[config.mk]
export PLATFORM = sky130hd
export DESIGN_NAME = fir_mac_scheduler
export DESIGN_NICKNAME = d
export VERILOG_FILES = /design/src/rtl/fir_pkg.sv /design/src/rtl/fir_sample_ring.sv /design/src/rtl/fir_mac_scheduler.sv
export SDC_FILE = /design/constraint.sdc
export NUM_CORES = 2
export LEC_CHECK = 0
export ABC_CLOCK_PERIOD_IN_PS = 8850
export CORE_MARGIN = 4
export CORE_UTILIZATION = 45
export DETAILED_ROUTE_END_ITERATION = 10
export PLACE_DENSITY_LB_ADDON = 0.12
export SYNTH_ARGS = -nofsm -noshare
export SYNTH_HDL_FRONTEND = slang
export SYNTH_SLANG_ARGS = --single-unit
[constraint.sdc]
create_clock -name clk -period 8.85 [get_ports clk]
set_input_delay 1.77 -clock clk [delete_from_list [all_inputs] [get_ports clk]]
set_output_delay 1.77 -clock clk [all_outputs]
set_load 0.05 [all_outputs]
[src/rtl/fir_pkg.sv]
// Shared constants, state type and coefficient table for the time-multiplexed FIR.
package fir_pkg;

   localparam int TAPS   = 51;
   localparam int DATA_W = 12;
   localparam int COEF_W = 16;
   localparam int ACC_W  = 34;
   localparam int SHIFT  = 16;
   localparam int PTR_W  = 6;
   localparam int PROD_W = DATA_W + COEF_W;

   localparam int SAT_MAX = 2047;
   localparam int SAT_MIN = -2048;

   typedef enum logic [1:0] {IDLE, PRIME, MAC, ROUND} state_t;

   // Triangular low-pass kernel, unity DC gain at SHIFT=16 (sum of taps ~ 2^16).
   function automatic logic signed [COEF_W-1:0] coef_at(input int k);
      int d;
      d = (k > TAPS / 2) ? k - TAPS / 2 : TAPS / 2 - k;
      return COEF_W'(96 * (TAPS / 2 + 1 - d));
   endfunction

endpackage

[src/rtl/fir_sample_ring.sv]
// Circular sample history: write pointer advances on each stored sample, read
// pointer walks backwards from the newest entry with a registered read port.
module fir_sample_ring
   import fir_pkg::*;
(
   input  logic              clk,
   input  logic              rst_n,
   input  logic              wr_en,
   input  logic [DATA_W-1:0] wr_data,
   input  logic              rd_load,
   input  logic              rd_dec,
   output logic [DATA_W-1:0] rd_data
);

   localparam logic [PTR_W-1:0] LAST = PTR_W'(TAPS - 1);

   logic [DATA_W-1:0] mem [TAPS];
   logic [PTR_W-1:0]  wr_ptr;
   logic [PTR_W-1:0]  rd_ptr;

   always_ff @(posedge clk or negedge rst_n) begin
      if (!rst_n) begin
         for (int i = 0; i < TAPS; i++) mem[i] <= '0;
         wr_ptr  <= '0;
         rd_ptr  <= '0;
         rd_data <= '0;
      end else begin
         if (wr_en) begin
            mem[wr_ptr] <= wr_data;
            wr_ptr      <= (wr_ptr == LAST) ? '0 : wr_ptr + 1'b1;
         end
         // rd_load captures the slot being written this cycle, i.e. the newest sample
         if (rd_load)
            rd_ptr <= wr_ptr;
         else if (rd_dec)
            rd_ptr <= (rd_ptr == '0) ? LAST : rd_ptr - 1'b1;
         rd_data <= mem[rd_ptr];
      end
   end

endmodule

[src/rtl/fir_mac_scheduler.sv]
// Single-MAC FIR sequencer: one accepted sample -> PRIME, TAPS MAC cycles, ROUND,
// then a saturated offset-binary result with a one-cycle valid pulse.
module fir_mac_scheduler
   import fir_pkg::*;
(
   input  logic              clk,
   input  logic              rst_n,
   input  logic [DATA_W-1:0] sample_in,
   input  logic              sample_valid,
   output logic [PTR_W-1:0]  coef_addr,
   input  logic [COEF_W-1:0] coef_data,
   output logic [DATA_W-1:0] filter_out,
   output logic              out_valid,
   output logic              busy,
   output logic              overrun,
   input  logic              clr_overrun
);

   localparam logic [PTR_W-1:0]        LAST  = PTR_W'(TAPS - 1);
   localparam logic signed [ACC_W-1:0] Y_MAX = ACC_W'(SAT_MAX);
   localparam logic signed [ACC_W-1:0] Y_MIN = ACC_W'(SAT_MIN);

   state_t                    state;
   logic [PTR_W-1:0]          k;
   logic signed [ACC_W-1:0]   acc;
   logic [DATA_W-1:0]         x;
   logic signed [PROD_W-1:0]  prod;
   logic signed [ACC_W-1:0]   y;
   logic [DATA_W-1:0]         y_sat;
   logic                      accept;

   assign accept = sample_valid && (state == IDLE);

   fir_sample_ring u_ring (
      .clk     (clk),
      .rst_n   (rst_n),
      .wr_en   (accept),
      .wr_data (sample_in),
      .rd_load (accept),
      .rd_dec  ((state == PRIME) || (state == MAC)),
      .rd_data (x)
   );

   assign prod = $signed(x) * $signed(coef_data);

   always_comb begin
      y     = acc >>> SHIFT;
      y_sat = y[DATA_W-1:0];
      if (y > Y_MAX)
         y_sat = Y_MAX[DATA_W-1:0];
      else if (y < Y_MIN)
         y_sat = Y_MIN[DATA_W-1:0];
   end

   always_ff @(posedge clk or negedge rst_n) begin
      if (!rst_n) begin
         state      <= IDLE;
         k          <= '0;
         acc        <= '0;
         coef_addr  <= '0;
         filter_out <= 12'h800;
         out_valid  <= 1'b0;
         busy       <= 1'b0;
         overrun    <= 1'b0;
      end else begin
         out_valid <= 1'b0;
         if (sample_valid && (state != IDLE))
            overrun <= 1'b1;
         else if (clr_overrun)
            overrun <= 1'b0;

         case (state)
            IDLE: begin
               if (sample_valid) begin
                  k         <= '0;
                  coef_addr <= '0;
                  acc       <= '0;
                  busy      <= 1'b1;
                  state     <= PRIME;
               end
            end
            PRIME: begin
               coef_addr <= PTR_W'(1);
               state     <= MAC;
            end
            MAC: begin
               acc <= acc + ACC_W'(prod);
               // Address runs one tap ahead; park on the last entry rather than leave the table.
               if (coef_addr != LAST)
                  coef_addr <= coef_addr + 1'b1;
               if (k == LAST)
                  state <= ROUND;
               else
                  k <= k + 1'b1;
            end
            ROUND: begin
               filter_out <= {~y_sat[DATA_W-1], y_sat[DATA_W-2:0]};
               out_valid  <= 1'b1;
               busy       <= 1'b0;
               state      <= IDLE;
            end
            default: state <= IDLE;
         endcase
      end
   end

endmodule

==> out/metrics.csv <==
stage,metric,value,unit
drt,vias_per_cell,5.60,
setup_path,reg2reg_from,u_ring.rd_data[0],
drt,routed_wl,99200,um
global_route,track_usage,21.7,%
clock_tree,clk_latency,0.61,ns
die,die_w,307,um
logic_synthesis,synth_area,0.0402,mm^2
die,start_util,45.5,%
die,die_area,0.0943,mm^2
setup_path,r2r_slack,2.40,ns
placed_design,gp_congestion,0.841,
setup_path,cpPeakStageDelay,0.75,ns
sta,fin_crit_sh,85.9,%
power_and_ir_drop,p_per_area,145,mW/mm^2
clock_tree,cts_max_path_buffers,3,
sta,hold_slack,0.480,ns
sta,fin_ws,1.25,ns
power_and_ir_drop,leakage,21.7,nW
setup_path,crit_fanout,13,
placed_design,placed_cell_area,0.0417,mm^2
global_route,grt_pass1_vias,26700,
logic_synthesis,ys.flop_type,dfrtp_1,
sta,hold_viol_final,0,
drt,first_pass_iters,5,
sta,grt_setup_unrepaired,no,
sta,fin_crit,7.60,ns
power_and_ir_drop,swShare,22.0,%
setup_path,cp.depth,19,
sta,finalSetupViolCount,0,
placed_design,pre_cts_ws,0.583,ns
logic_synthesis,ys_types,65,
drt,detail-route-antenna-nets,0,
global_route,gr-total-overflow,0,
hold_path,hp-class,flop to flop,
clock_tree,post_cts_resize_count,0,
logic_synthesis,ys_seq_area_share,43.5,%
clock_tree,post_cts_buffers,0,
drt,vias,23800,
logic_synthesis,ys_ff_latch,699,
clock_tree,root_buffer,clkbuf_16,
setup_path,arrival,8.16,ns
logic_synthesis,synthArstFlopShare,100,%
logic_synthesis,netlist.area_leader.share,43.4,%
setup_path,r2r_cells,18,
power_and_ir_drop,irDropWorstVdd,140,uV
setup_path,cp_cell_sequence,clkdlybuf4s50_1 > nand2_1 > fa_1 > inv_1 > buf_4 > fa_1 > fa_1 > fa_1 > fa_1 > ha_1 > ha_1 > a21oi_1 > o21ai_0 > a221oi_1 > nand2_1 > o21a_1 > o31a_1 > nor4b_1 > a211o_1,
global_route,grt_max_degree,186,
layout,finalNetCount,3383,
sta,finalSetupTns,0,ns
logic_synthesis,syn_nets,3427,
clock_tree,path_clk_slew,0.06,ns
die,io_pins,53,
power_and_ir_drop,internal_power,5.00,mW
power_and_ir_drop,pwr-share-clk,47.9,%
sta,fin_skew,0.0206,ns
clock_tree,cts_max_level,3,
logic_synthesis,syn_inst,3065,
power_and_ir_drop,power.switching,1.41,mW
layout,final_common_cell,dfrtp_1,
setup_path,path_class,input pin to flop,
run,cap_violations,0,
layout,final_area,0.0441,mm^2
hold_path,hold_depth,2,
logic_synthesis,synthTopCellsByArea,"dfrtp_1 43%, mux2_2 16%, fa_1 11%, mux4_2 9.6%, ha_1 3.1%",
drt,first_iter_violations,1332,
setup_path,timing.rr.end,acc[33],
logic_synthesis,synth_warnings,0,
setup_path,cp-start-kind,input pin,
drt,drcViolationCount,0,
hold_path,hold_start,filter_out[11],
global_route,antenna_found_initial,1,
clock_tree,cts_made_buffers,74,
setup_path,path_delay_family,adder cells,
hold_path,min_to,filter_out[11],
drt,wire_per_inst,23.4,um
setup_path,crit_path_frequent_cell,fa_1,
sta,worst_slew_pin_slew,1.18,ns
setup_path,slowest_stage,clkdlybuf4s50_1,
layout,fillers,7577,
clock_tree,cts_num_sinks,699,
power_and_ir_drop,p_seq_share,49.9,%
logic_synthesis,yosys.area.top_type,dfrtp_1,
clock_tree,cts_tree,yes,
global_route,grt_pass1_wl,159000,um
setup_path,cp.required,9.41,ns
layout,drive_gt1_share,31.2,%
layout,syn_to_final_growth,9.54,%
placed_design,dp_hpwl,66500,um
logic_synthesis,syn_area_per_cell,13.1,um^2
layout,final_cell_mix,"694 x dfrtp_1, 582 x mux2_2, 247 x inv_1",
sta,clock.fmax,132,MHz
sta,slew_viol_final,0,
setup_path,worst-path-buf-inv,3,
clock_tree,ctsHoldBuffers,0,
logic_synthesis,synth_edf_count,0,
power_and_ir_drop,pwr-share-comb,2.3,%
setup_path,cp-end-kind,flop,
die,rows,109,
die,die_height,307,um
die,coreArea,0.0885,mm^2
placed_design,port_buffers,52,
run_status,status,"finished, final reports clean",
sta,slew_headroom,21.3,%
[stage by stage]
stage	total power [mW]	cells	util [%]
after floorplan	3.29	3065	-
after global placement	3.40	4110	47.1
after detailed placement	3.41	4110	47.1
after CTS	6.50	4243	49.8
after global routing	6.65	4243	49.8
final	6.41	4245	49.8
[cells in the mapped netlist, types with 10 or more instances]
master / instances
a211oi_1: 14
a21oi_1: 56
and2_1: 76
buf_2: 55
clkbuf_1: 148
dfrtp_1: 698
fa_1: 231
ha_1: 99
inv_1: 247
mux2_1: 32
mux2_2: 582
mux2i_1: 21
mux4_2: 171
nand2_1: 207
nand4_1: 12
nor2_1: 122
nor2b_1: 32
nor3_1: 10
o21a_1: 13
o21ai_0: 45
o21ai_1: 26
o22ai_1: 20
xnor2_1: 22
xor2_1: 11
[cells by family after synthesis]
logic type,after synthesis,synth area share [%]
mux,806,27.3
flops,699,43.5
simple gates,498,5.74
buf+inv,467,4.65
fa+ha+maj,330,14.6
compound gates,232,3.57
xor+xnor,33,0.718
[metal layers]
layer,wire length (um),track usage (%),up-vias
met5,0,0,-
met4,2130,5.68,0
met2,50300,38.0,413
met1,43200,28.8,12700
li1,-,-,10500
met3,3620,2.71,115
[worst min-delay path, delay by kind of cell (launching register included)]
family | cells | cell delay (ns)
buffers and inverters | 1 | 0.05
flip-flops | 1 | 0.37
multiplexers | 1 | 0.06
[cell type report]
| type | count | area, um^2 | area share (%) |
|---|---|---|---|
| clock inverters | 28 | 204 | 0.463 |
| clock buffers | 105 | 2190 | 4.98 |
| well taps | 1165 | 1460 | 3.31 |
| repair buffers | 99 | 868 | 1.97 |
| diodes | 2 | 5.00 | 0.0114 |
| inverters | 248 | 931 | 2.11 |
| flip-flops and latches | 699 | 17500 | 39.7 |
| multi-input cells | 1899 | 20900 | 47.4 |
[power groups by stage]
stage | clock [mW] | sequential, mW | combinational, mW
6_report | 3.07 | 3.20 | 0.145
5_1_grt | 3.29 | 3.19 | 0.164
4_1_cts | 3.15 | 3.20 | 0.151
3_5_place_dp | 0 | 3.25 | 0.151
3_3_place_gp | 0 | 3.25 | 0.145
2_1_floorplan | 0 | 3.26 | 0.0367
[worst max path at each step]
stage	from	end	slack (ns)
2_1_floorplan	coef_data[15]	acc[33]	1.44
3_3_place_gp	coef_data[15]	acc[33]	0.67
3_5_place_dp	coef_data[15]	acc[33]	0.58
4_1_cts	coef_data[15]	acc[33]	1.22
5_1_grt	coef_data[15]	acc[33]	0.76
6_report	coef_data[15]	acc[33]	1.25
[flip-flops by register name, summed over array words and instances (netlist names)]
name and count:
acc 34, busy 1, coef_addr 6, filter_out 12
k 6, out_valid 1, overrun 1, state 2
u_ring.mem 612, u_ring.rd_data 12, u_ring.rd_ptr 6, u_ring.wr_ptr 6
(Power assumes the default switching activity.)
